**config.mk**
```make
export PLATFORM = sky130hd
export DESIGN_NAME = sram_access_arbiter
export DESIGN_NICKNAME = d
export VERILOG_FILES = /design/src/rtl/sram_access_arbiter.sv
export SDC_FILE = /design/constraint.sdc
export NUM_CORES = 1
export LEC_CHECK = 0
export BUFFER_PORTS_ARGS = -buffer_cell sky130_fd_sc_hd__buf_2
export CAP_MARGIN = 10
export CORE_AREA = 2 2 132 134
export DETAILED_ROUTE_END_ITERATION = 6
export DIE_AREA = 0 0 134 136
export GPL_TIMING_DRIVEN = 0
export HOLD_SLACK_MARGIN = 0.06
export PLACE_DENSITY = 0.65
export SYNTH_ARGS = -nofsm -noshare
export SYNTH_HDL_FRONTEND = slang
export SYNTH_SLANG_ARGS = --single-unit
```
**constraint.sdc**
```tcl
create_clock -name clk -period 1.5 [get_ports clk]
set_clock_uncertainty 0.05 [all_clocks]
set_input_delay 0.15 -clock clk [delete_from_list [all_inputs] [get_ports clk]]
set_output_delay 0.15 -clock clk [all_outputs]
set_load 0.01 [all_outputs]
```
**src/rtl/sram_access_arbiter.sv**
```systemverilog
// Two-port round-robin access controller for the standby-gated 8192x32 SRAM.
// Issues one registered access per cycle and sequences the standby handshake.
module sram_access_arbiter #(
    parameter int AW = 13,
    parameter int DW = 32
) (
    input  logic          clk,
    input  logic          reset,
    input  logic          sleep_req,
    output logic          sleep_ack,
    input  logic          a_req,
    input  logic          a_we,
    input  logic [AW-1:0] a_ad,
    input  logic [DW-1:0] a_wdata,
    input  logic [DW-1:0] a_mask,
    output logic          a_gnt,
    output logic          a_rvalid,
    output logic [DW-1:0] a_rdata,
    input  logic          b_req,
    input  logic          b_we,
    input  logic [AW-1:0] b_ad,
    input  logic [DW-1:0] b_wdata,
    input  logic [DW-1:0] b_mask,
    output logic          b_gnt,
    output logic          b_rvalid,
    output logic [DW-1:0] b_rdata,
    output logic          sram_gate_mem,
    output logic          sram_n_cs,
    output logic          sram_n_we,
    output logic [DW-1:0] sram_mask,
    output logic [AW-1:0] sram_ad,
    output logic [DW-1:0] sram_din,
    input  logic [DW-1:0] sram_dout
);

    typedef enum logic [1:0] {
        ACTIVE,
        DRAIN,
        STANDBY,
        WAKE
    } state_t;

    state_t state, state_nxt;

    logic rr_a;
    logic iss_b;
    logic can_gnt;
    logic pipe_empty;
    logic g_we;
    logic [AW-1:0] g_ad;
    logic [DW-1:0] g_wdata;
    logic [DW-1:0] g_mask;

    // sleep_req blocks grants in the very cycle it is first seen
    assign can_gnt = (state == ACTIVE) && !sleep_req && !reset;
    assign a_gnt = can_gnt && a_req && (!b_req || rr_a);
    assign b_gnt = can_gnt && b_req && (!a_req || !rr_a);

    assign g_we    = a_gnt ? a_we    : b_we;
    assign g_ad    = a_gnt ? a_ad    : b_ad;
    assign g_wdata = a_gnt ? a_wdata : b_wdata;
    assign g_mask  = a_gnt ? a_mask  : b_mask;

    assign pipe_empty = sram_n_cs && !a_rvalid && !b_rvalid;

    assign sleep_ack     = (state == STANDBY);
    assign sram_gate_mem = (state == STANDBY);

    assign a_rdata = a_rvalid ? sram_dout : '0;
    assign b_rdata = b_rvalid ? sram_dout : '0;

    always_comb begin
        state_nxt = state;
        unique case (state)
            ACTIVE:  if (sleep_req) state_nxt = DRAIN;
            DRAIN: begin
                if (!sleep_req)     state_nxt = ACTIVE;
                else if (pipe_empty) state_nxt = STANDBY;
            end
            STANDBY: if (!sleep_req) state_nxt = WAKE;
            WAKE:    state_nxt = ACTIVE;
        endcase
    end

    always_ff @(posedge clk) begin
        if (reset) begin
            state     <= ACTIVE;
            rr_a      <= 1'b1;
            iss_b     <= 1'b0;
            sram_n_cs <= 1'b1;
            sram_n_we <= 1'b1;
            sram_mask <= '1;
            sram_ad   <= '0;
            sram_din  <= '0;
            a_rvalid  <= 1'b0;
            b_rvalid  <= 1'b0;
        end else begin
            state <= state_nxt;
            if (a_gnt) rr_a <= 1'b0;
            if (b_gnt) rr_a <= 1'b1;
            if (a_gnt || b_gnt) begin
                sram_n_cs <= 1'b0;
                sram_n_we <= ~g_we;
                sram_mask <= g_we ? g_mask : '1;
                sram_ad   <= g_ad;
                sram_din  <= g_wdata;
                iss_b     <= b_gnt;
            end else begin
                sram_n_cs <= 1'b1;
                sram_n_we <= 1'b1;
                sram_mask <= '1;
            end
            a_rvalid <= !sram_n_cs && sram_n_we && !iss_b;
            b_rvalid <= !sram_n_cs && sram_n_we && iss_b;
        end
    end

endmodule

```
==> flow_metrics.env, run 1 <==
export IMPL_outcome="complete, but fails checks"
export IMPL_violations="negative setup slack"
export IMPL_min_delay_path_class="in2reg"
export IMPL_cts_buffers=9
export IMPL_cts_sinks=85
export IMPL_nets=1140
export IMPL_cpMaxStageDelayCell="dfxtp_2"
export IMPL_ys_seq_elements=85
export IMPL_rsz0062_at_grt="yes"
export IMPL_ir_worst_vdd_v=0.000519
export IMPL_dp_cells=1012
export IMPL_grt_overflow_total=0
export IMPL_setup_violations_final=2
export IMPL_portBuffers=341
export IMPL_internal_power_mw=4.88
export IMPL_coreArea_um2=16900
export IMPL_ys_types=30
export IMPL_num_vias=5210
export IMPL_final_setup_worst_slack_ns=-0.0164
export IMPL_final_antenna_net_count=0
export IMPL_grt_pass1_wl_mm=26.5
export IMPL_root_buffer="clkbuf_16"
export IMPL_fill_cells=1580
export IMPL_num_rows=48
export IMPL_cap_violations=0
export IMPL_h_tree_depth=3
export IMPL_clkTransAtPathRegs_ns=0.06
export IMPL_cp_data_arrival_time_ns=1.32
export IMPL_reg_top3="sram_din x32, sram_mask x32, sram_ad x13"
export IMPL_die_area_um2=18200
export IMPL_setup_tns_ns=-0.0288
export IMPL_cts_tree="done"
export IMPL_synth_area_per_cell_um2=8.83
export IMPL_required_ns=1.30
export IMPL_yosysWarnings=0
export IMPL_clockBufferDepth=2
export IMPL_slew_headroom_pct=69.0
export IMPL_p_leak_nw=3.92
export IMPL_pwr_share_comb_pct=21.7
export IMPL_viasPerCell=4.42
export IMPL_worstPathMaxFanout=4
export IMPL_min_period_ns=1.52
export IMPL_tightest_slew_ns=0.465
export IMPL_fp_dieH_um=136
export IMPL_hold_violations=0
export IMPL_grt_max_degree=14
export IMPL_die_w_um=134
export IMPL_area_delta_synth_final_pct=99.3
export IMPL_yosysSeqAreaShare_pct=43.2
export IMPL_gp_congestion=0.760
export IMPL_synth_nets=639
export IMPL_detail_route_wl_per_cell_um=15.7
export IMPL_synthCells=446
export IMPL_netSwitchingFraction_pct=24.8
export IMPL_crit_type="reg2out"
export IMPL_switching_power_mw=1.61
export IMPL_num_io_pins=342
export IMPL_power_frac_clock_pct=40.3
export IMPL_p_per_area_nw_per_um2=826
export IMPL_startpoint_type="flip-flop"
export IMPL_slew_violations=0
export IMPL_max_freq_mhz=659
export IMPL_worst_setup_path_end_kind="primary output"
export IMPL_start_util_pct=23.3
export IMPL_grt_pass1_vias=5187
export IMPL_crit_chain="nor4_4 -> and3_4 -> buf_6"
export IMPL_seq_power_share_pct=38.0
export IMPL_timing_final_crit_share_pct=101
export IMPL_route_detailed_drc=0
export IMPL_drt_wl_total_mm=18.5
export IMPL_synthesis_area_um2=3940
export IMPL_grt_total_usage_pct=18.7
export IMPL_slowest_delay_ns=0.35
export IMPL_drive_gt1_share_pct=42.3
export IMPL_firstDrtPassIters=4
export IMPL_insertion_delay_ns=0.34
export IMPL_layoutNonFillerInstCount=1178
export IMPL_hpwl_mm=12.0
export IMPL_first_iter_violations=163
export IMPL_antenna_found_initial=2
==> metal layers <==
metal	share of wire, %	track usage, %	vias to the layer above
met1	36	19.9	2387
met5	0	0	-
met4	3.6	8.87	0
li1	-	-	2513
met2	53	34.6	260
met3	7.7	4.51	50
==> path summary, 6_finish.rpt <==
kind	from	endpoint	slack, ns	cells after the start
worst max-delay path	state[0]	b_gnt	-0.02	3
worst min-delay path	b_ad[6]	sram_ad[6]	0.06	3
worst max register to register	state[0]	sram_din[1]	0.01	6
worst min register to register	iss_b	a_rvalid	0.38	1
==> cells by family (layout without fill, tap and decap cells) <==
logic type	Yosys count	count (layout)	synth area share [%]
muxes	45	45	11.4
DFF	85	85	43.2
AOI/OAI and AO/OA	54	55	7.59
other	0	2	0
and+or+nand+nor	225	225	32.1
buffers and inverters	37	541	5.72
==> cell usage in the layout, fill, tap and decap left out, types with 2 or more instances in the layout <==
cell,instances
buf_2,341
a21oi_1,2
clkbuf_4,7
o21ai_1,45
clkbuf_1,8
buf_4,11
nand2_1,65
clkbuf_2,3
dfxtp_2,3
dlygate4sd3_1,142
nand3_1,33
nand3b_1,45
diode_2,2
and2_1,64
clkbuf_16,9
clkbuf_8,2
nor2b_1,3
nor2_1,8
o21ai_4,2
dfxtp_1,81
bufinv_16,3
mux2i_1,44
buf_6,8
buf_8,2
==> cells in the mapped netlist, drive strengths merged <==
| cell | count | area share [%] |
|---|---|---|
| and2 | 64 | 10 |
| inv | 2 | 0.19 |
| nor4b | 1 | 0.22 |
| o211ai | 1 | 0.19 |
| o21a | 1 | 0.19 |
| nor4 | 1 | 0.54 |
| o21ai | 47 | 6.4 |
| mux2i | 45 | 11 |
| nand2 | 66 | 6.3 |
| o21bai | 1 | 0.19 |
| a21oi | 3 | 0.48 |
| and3 | 1 | 0.16 |
| nand3 | 33 | 4.2 |
| dfxtp | 85 | 43 |
| nand4bb | 1 | 0.29 |
| nor4bb | 1 | 0.25 |
| clkbuf | 15 | 1.5 |
| nor2b | 4 | 0.64 |
| nand3b | 45 | 8.6 |
| a22oi | 1 | 0.19 |
| buf | 20 | 4.0 |
| nor2 | 8 | 0.76 |
==> timing repair <==
action,CTS,global route
resized for setup,20,10
hold buffers,142,0
hold endpoints to repair,73,0
gates cloned,0,2
setup endpoints to repair,108,74
setup buffers,5,0
pin swaps,4,0
==> power groups by stage <==
| stage | clock, mW | combinational [mW] | sequential (mW) |
|---|---|---|---|
| final | 2.62 | 1.41 | 2.46 |
| after global routing | 2.76 | 1.52 | 2.48 |
| after CTS | 2.67 | 1.36 | 2.46 |
| after detailed placement | 0 | 1.04 | 2.51 |
| after global placement | 0 | 1.03 | 2.50 |
| after floorplan | 0 | 0.438 | 2.57 |
==> worst max-delay path: cells and delay by family, from the launching register on <==
family	cells	cell delay (ns)
buffers and inverters	1	0.10
DFF	1	0.35
and+or+nand+nor	2	0.53
==> through the flow <==
stage / util (%) / setup slack [ns] / power [mW] / hold WS [ns] / cell area [um^2]
after floorplan: - / 0.143 / 3.01 / 0.222 / 3940
after global placement: 35.1 / -0.103 / 3.53 / 0.310 / 5930
after detailed placement: 35.1 / -0.117 / 3.55 / 0.311 / 5930
after CTS: 46.2 / -0.00673 / 6.48 / 0.0605 / 7790
after global routing: 46.5 / -0.0797 / 6.76 / 0.0703 / 7850
final: 46.5 / -0.0164 / 6.49 / 0.0645 / 7850
==> final cells by class <==
| type | count | area (um^2) | share of cell area, % |
|---|---|---|---|
| multi-input combinational | 325 | 2050 | 26.1 |
| inverter | 2 | 7.51 | 0.0956 |
| clock inverter | 4 | 95.1 | 1.21 |
| buffer | 35 | 263 | 3.35 |
| tap | 225 | 282 | 3.58 |
| clock buffer | 11 | 253 | 3.22 |
| antenna | 2 | 5.00 | 0.0637 |
| timing repair buffer | 489 | 3190 | 40.6 |
| sequential | 85 | 1710 | 21.8 |
Note: power is estimated with default switching activity, not from simulation.
==> inputs of run 2 (changes only) <==
--- a/config.mk
+++ b/config.mk
@@ -5,6 +5,7 @@
 export SDC_FILE = /design/constraint.sdc
 export NUM_CORES = 1
 export LEC_CHECK = 0
+export ABC_AREA = 1
 export BUFFER_PORTS_ARGS = -buffer_cell sky130_fd_sc_hd__buf_2
 export CAP_MARGIN = 10
 export CORE_AREA = 2 2 132 134
@@ -12,7 +13,7 @@
 export DIE_AREA = 0 0 134 136
 export GPL_TIMING_DRIVEN = 0
 export HOLD_SLACK_MARGIN = 0.06
-export PLACE_DENSITY = 0.65
+export PLACE_DENSITY = 0.68
 export SYNTH_ARGS = -nofsm -noshare
 export SYNTH_HDL_FRONTEND = slang
 export SYNTH_SLANG_ARGS = --single-unit
==> constraint.sdc (replaced) <==
create_clock -name clk -period 1.4 [get_ports clk]
set_clock_uncertainty 0.05 [all_clocks]
set_input_delay 0.14 -clock clk [delete_from_list [all_inputs] [get_ports clk]]
set_output_delay 0.14 -clock clk [all_outputs]
set_load 0.01 [all_outputs]
==> run 2 against run 1 <==
Compared with the run above: the run still ends with negative setup slack left; die area unchanged; flip-flop and latch count is the same; routed wire length increased by 14%; cell area grew 16%; largest cell class unchanged; highest routed layer unchanged.
==> flow_metrics.env, run 2 <==
export IMPL_outcome="complete, but fails checks"
export IMPL_violations="negative setup slack"
export IMPL_final_antenna_net_count=0
export IMPL_p_leak_nw=5.65
export IMPL_gp_congestion=0.831
export IMPL_dp_cells=1306
export IMPL_worst_setup_path_end_kind="primary output"
export IMPL_synth_top_area_share_pct=38.8
export IMPL_synth_nets=933
export IMPL_clkTransAtPathRegs_ns=0.07
export IMPL_slew_headroom_pct=83.0
export IMPL_yosysMostFrequentCell="nand2_1"
export IMPL_final_area_um2=9140
export IMPL_slowest_delay_ns=0.34
export IMPL_synthesis_area_um2=4390
export IMPL_root_buffer="clkbuf_16"
export IMPL_grt_total_usage_pct=21.3
export IMPL_layoutNonFillerInstCount=1497
export IMPL_min_to="sram_din[2]"
export IMPL_pre_cts_ws_ns=-0.359
export IMPL_synth_common_cells="nand2_1 (320), inv_1 (198), dfxtp_1 (85), nand3_1 (47), o21ai_0 (31)"
export IMPL_grt_pass1_vias=6174
export IMPL_cpMaxStageDelayCell="dfxtp_2"
export IMPL_min_path_cells=5
export IMPL_route_detailed_drc=0
export IMPL_grt_overflow_total=0
export IMPL_die_area_um2=18200
export IMPL_grt_pass1_wl_mm=30.0
export IMPL_cts_buffers=9
export IMPL_detail_route_wl_per_cell_um=14.1
export IMPL_firstDrtPassIters=6
export IMPL_drt_wl_total_mm=21.1
export IMPL_drive_gt1_share_pct=41.1
export IMPL_final_common_cell="buf_2"
export IMPL_final_setup_worst_slack_ns=-0.120
export IMPL_rsz0062_at_grt="yes"
export IMPL_max_freq_mhz=658
export IMPL_required_ns=1.21
export IMPL_worstPathMaxFanout=3
export IMPL_synth_top_cell_by_area="dfxtp_1"
export IMPL_cp_buffers_inverters=4
export IMPL_crit_chain="inv_2 -> nand2_4 -> nor2_4 -> buf_4 -> nand3_4 -> inv_2 -> buf_6"
export IMPL_timing_final_crit_share_pct=109
export IMPL_startpoint_type="flip-flop"
export IMPL_slew_violations=0
export IMPL_worst_path_most_repeated_cell="inv_2"
export IMPL_cap_violations=0
export IMPL_synth_edf_count=0
export IMPL_cp_data_arrival_time_ns=1.33
export IMPL_topRoutingLayerUsed="met4"
export IMPL_hpwl_mm=12.9
export IMPL_num_rows=48
export IMPL_r2r_cells=10
export IMPL_insertion_delay_ns=0.34
export IMPL_coreArea_um2=16900
export IMPL_synth_flop_cell="dfxtp_1"
export IMPL_met3WireLength_mm=1.59
export IMPL_first_iter_violations=205
export IMPL_num_io_pins=342
export IMPL_nets=1457
export IMPL_ff2ff_setup_slack_ns=-0.10
export IMPL_most_common_layout_cells="buf_2 (329), nand2_1 (255), inv_1 (182), dlygate4sd3_1 (142), dfxtp_1 (80)"
export IMPL_wl_met1_mm=7.35
export IMPL_portBuffers=341
export IMPL_start_util_pct=26.0
export IMPL_h_tree_depth=3
export IMPL_ir_worst_vdd_v=0.000530
export IMPL_synthArstFlopShare_pct=0
export IMPL_clockBufferDepth=2
export IMPL_area_delta_synth_final_pct=108
export IMPL_timing_hold_ws_ns=0.0612
export IMPL_crit_type="reg2out"
export IMPL_tightest_slew_ns=0.254
export IMPL_synth_area_per_cell_um2=5.93
export IMPL_die_w_um=134
export IMPL_rr_endpoint="sram_mask[10]"
export IMPL_grt_max_degree=15
export IMPL_synthTopCellsByArea="dfxtp_1 (39%), nand2_1 (27%), inv_1 (17%)"
export IMPL_fp_dieH_um=136
export IMPL_dr_wl_met2_mm=11.1
export IMPL_cts_tree="done"
export IMPL_reg_top3="sram_din x32, sram_mask x32, sram_ad x13"
export IMPL_yosysWarnings=0
export IMPL_num_vias=6359
export IMPL_synthCells=740
export IMPL_setup_violations_final=73
export IMPL_yosysSeqAreaShare_pct=38.8
export IMPL_fill_cells=1512
export IMPL_viasPerCell=4.25
export IMPL_ys_types=19
export IMPL_min_delay_path_class="in2reg"
export IMPL_p_per_area_nw_per_um2=747
export IMPL_place_area_um2=6380
export IMPL_holdCritStartpoint="a_wdata[2]"
export IMPL_crit_family="buffers and inverters"
export IMPL_hold_violations=0
export IMPL_min_period_ns=1.52
export IMPL_cts_sinks=85
export IMPL_antenna_found_initial=3
export IMPL_ys_seq_elements=85
[run 2: cell types whose count changed in the layout (fill, tap and decap cells not counted), sizes merged, moves of 35 or more]
cell | before | now
and2 | 64 | 0
buf | 364 | 399
nand2 | 66 | 320
mux2i | 45 | 0
inv | 2 | 199
nand3b | 45 | 0
[run 2: through the flow]
step	total power, mW	util, %	setup TNS, ns
floorplan	3.21	-	0
finish	6.82	54.2	-2.95
CTS	6.72	50.6	-0.861
detailed placement	3.80	37.8	-22.14
global placement	3.78	37.8	-20.39
global route	7.13	54.2	-10.95
[run 2: logic make-up after synthesis]
family / Yosys count / synth area share (%)
buffers and inverters: 237 / 22.3
AO/OA/AOI/OAI: 39 / 4.65
flip-flops: 85 / 38.8
AND/OR/NAND/NOR: 379 / 34.3
[run 2: worst max-delay path by stage]
stage                          from             to  cells past startpoint
after floorplan           flip-flop  sram_mask[30]                      9
after global placement    flip-flop  sram_mask[28]                      9
after detailed placement  flip-flop  sram_mask[28]                      9
after CTS                      rr_a          a_gnt                      6
after global routing      flip-flop  sram_mask[10]                     10
final                     flip-flop          b_gnt                      7
[run 2: worst min-delay path, delay by kind of cell]
kind	cells	cell delay, ns
buf+inv	2	0.11
simple gates	3	0.18
[run 2: area by class of cell]
type                       count  area, um^2  share of cell area, %
clock buffer                  11         243                   2.66
multi-input combinational    418        1990                   21.7
antenna                        3        7.51                 0.0821
sequential                    85        1710                   18.7
clock inverter                 5        60.1                  0.657
buffer                        36         437                   4.78
inverter                     199         747                   8.17
timing repair buffer         515        3660                   40.1
tap                          225         282                   3.08
[run 2: power breakdown]
group / internal (mW) / switching, mW
clock network: 1.44 / 1.03
logic: 0.914 / 0.808
registers: 2.56 / 0.0720
[run 2: what timing repair did]
action                     4_1_cts  5_1_grt
hold endpoints to repair        78        0
pin swaps                       11        5
gates cloned                     3        8
buffers inserted                14        7
hold buffers                   142        0
gates resized for setup        101      121
setup endpoints to repair      144      117
[run 2: routing by layer]
| metal | track usage (%) | vias up |
|---|---|---|
| li1 | - | 3148 |
| met1 | 20.6 | 2812 |
| met2 | 40.4 | 331 |
| met3 | 6.23 | 68 |
| met4 | 11.6 | 0 |
| met5 | 0 | - |
==> inputs of run 3 (changes only) <==
==> constraint.sdc (replaced) <==
create_clock -name clk -period 1.6 [get_ports clk]
set_clock_uncertainty 0.05 [all_clocks]
set_input_delay 0.16 -clock clk [delete_from_list [all_inputs] [get_ports clk]]
set_output_delay 0.16 -clock clk [all_outputs]
set_load 0.01 [all_outputs]
==> run 3 against run 2 <==
Compared with the run above: the run now ends clean; routed wire length is 17% lower; critical path depth shrank 1; flip-flop and latch count unchanged; final cell count fell by 5.3%; cell area is 16% lower; combinational power is 31% lower; global-route usage fell by 2.8 points; worst hold slack improved by 0.0099 ns; die area unchanged; non-clock buffer count shrank 80; register-to-register slack improved by 0.22 ns.
==> flow_metrics.env, run 3 (same netlist as run 2, synthesis figures left out) <==
export IMPL_ir_worst_vdd_v=0.000454
export IMPL_p_per_area_nw_per_um2=733
export IMPL_cts_sinks=85
export IMPL_grt_busiest_layer="met2"
export IMPL_power_frac_clock_pct=38.1
export IMPL_drt_wl_total_mm=17.5
export IMPL_first_iter_violations=194
export IMPL_grt_overflow_total=0
export IMPL_viasPerCell=4.07
export IMPL_worst_setup_path_end_kind="primary output"
export IMPL_grt_use_met1_pct=18.4
export IMPL_pwr_share_comb_pct=21.1
export IMPL_cts_buffers=9
export IMPL_outcome="completed"
export IMPL_detail_route_wl_per_cell_um=12.4
export IMPL_met2_usage_pct=35.4
export IMPL_internal_power_mw=4.10
export IMPL_drive_gt1_share_pct=34.9
export IMPL_use_met3_pct=5.97
export IMPL_crit_type="reg2out"
export IMPL_grt_max_degree=15
export IMPL_switching_power_mw=1.53
export IMPL_crit_chain="inv_1 -> nand2_1 -> nor2_2 -> nand3_1 -> inv_1 -> buf_2"
export IMPL_timing_final_crit_share_pct=96.5
export IMPL_h_tree_depth=3
export IMPL_p_leak_nw=5.08
export IMPL_antenna_found_initial=4
export IMPL_fp_dieH_um=136
export IMPL_seq_power_share_pct=40.8
export IMPL_startpoint_type="flip-flop"
export IMPL_final_util_pct=45.5
export IMPL_worstPathMaxFanout=3
export IMPL_start_util_pct=26.0
export IMPL_layoutNonFillerInstCount=1417
export IMPL_num_vias=5763
export IMPL_hpwl_mm=12.9
export IMPL_firstDrtPassIters=4
export IMPL_setup_violations_final=0
export IMPL_crit_family="simple AND/OR/NAND/NOR gates"
export IMPL_worst_path_most_repeated_cell="inv_1"
export IMPL_num_rows=48
export IMPL_die_w_um=134
export IMPL_gp_congestion=0.831
export IMPL_dp_cells=1306
export IMPL_cp_buffers_inverters=3
export IMPL_most_common_layout_cells="buf_2 (352), nand2_1 (316), inv_1 (198), dfxtp_1 (83), dlygate4sd3_1 (83)"
export IMPL_hold_violations=0
export IMPL_route_detailed_drc=0
export IMPL_min_period_ns=1.54
export IMPL_slew_violations=0
export IMPL_final_common_cell="buf_2"
export IMPL_slowest_delay_ns=0.32
export IMPL_area_delta_synth_final_pct=75.1
export IMPL_grt_pass1_vias=5369
export IMPL_setup_tns_ns=0
export IMPL_coreArea_um2=16900
export IMPL_cp_data_arrival_time_ns=1.33
export IMPL_clockBufferDepth=2
export IMPL_tightest_slew_ns=0.274
export IMPL_reg_top3="sram_din x32, sram_mask x32, sram_ad x13"
export IMPL_nets=1377
export IMPL_max_freq_mhz=647
export IMPL_final_area_um2=7690
export IMPL_clkTransAtPathRegs_ns=0.06
export IMPL_slew_headroom_pct=81.8
export IMPL_grt_total_usage_pct=18.5
export IMPL_die_area_um2=18200
export IMPL_grt_pass1_wl_mm=26.1
export IMPL_netSwitchingFraction_pct=27.2
export IMPL_portBuffers=341
export IMPL_root_buffer="clkbuf_16"
export IMPL_rsz0062_at_grt="yes"
export IMPL_num_io_pins=342
export IMPL_final_antenna_net_count=0
export IMPL_place_area_um2=6380
export IMPL_required_ns=1.39
export IMPL_min_delay_path_class="in2reg"
export IMPL_cts_tree="done"
export IMPL_cap_violations=0
export IMPL_cpMaxStageDelayCell="dfxtp_1"
export IMPL_insertion_delay_ns=0.34
==> run 3: cell types whose count changed in the layout (fill, tap and decap cells not counted), sizes merged <==
| cell | previous run | this run |
|---|---|---|
| dlygate4sd3 | 142 | 83 |
| buf | 399 | 381 |
| clkbuf | 21 | 18 |
==> run 3: per-layer routing <==
| metal | up-vias | wire, um |
|---|---|---|
| met5 | - | 0 |
| met4 | 0 | 429 |
| met3 | 27 | 1420 |
| met2 | 246 | 9210 |
| met1 | 2506 | 6480 |
| li1 | 2984 | - |
==> run 3: final timing paths <==
path	endpoint	depth (start not counted)	slack [ns]	startpoint
max	b_gnt	6	0.06	state[0]
min	sram_din[25]	5	0.07	b_wdata[25]
max reg2reg	sram_mask[28]	8	0.12	state[0]
min reg2reg	a_rvalid	1	0.39	iss_b
==> run 3: layout make-up <==
class,instances,area [um^2]
fillers,1754,9190
diodes,3,7.51
repair buffers,435,2640
well taps,225,282
clock buffers,11,243
inverters,199,747
clock inverters,5,60.1
flip-flops and latches,85,1700
multi-input cells,418,1730
plain buffers,36,272
==> run 3: per-stage QoR <==
stage	worst slack, ns	power (mW)	hold WS, ns
global placement	-0.124	3.31	0.329
global route	-0.0672	5.93	0.0824
CTS	0.00233	5.67	0.0601
floorplan	0.263	2.81	0.179
detailed placement	-0.163	3.32	0.332
finish	0.0553	5.63	0.0711
==> run 3: what timing repair did <==
action,4_1_cts,5_1_grt
hold endpoints to repair,61,0
buffers inserted,2,9
pin swaps,1,5
hold buffers,83,0
setup endpoints to repair,101,115
gates resized for setup,14,26
==> run 3: power groups by stage <==
| stage | clock network [mW] | registers (mW) | logic [mW] |
|---|---|---|---|
| global placement | 0 | 2.34 | 0.971 |
| floorplan | 0 | 2.40 | 0.410 |
| detailed placement | 0 | 2.34 | 0.982 |
| global route | 2.30 | 2.31 | 1.32 |
| CTS | 2.23 | 2.30 | 1.15 |
| finish | 2.14 | 2.30 | 1.19 |
==> run 3: worst register-to-register path: stages (launching register included) <==
cell and delay (ns):
dfxtp_1 0.32, inv_1 0.09, nand2_1 0.06, nor2_2 0.15, nand2_2 0.08, buf_6 0.15, buf_2 0.18, o21ai_0 0.20
nand2_1 0.09
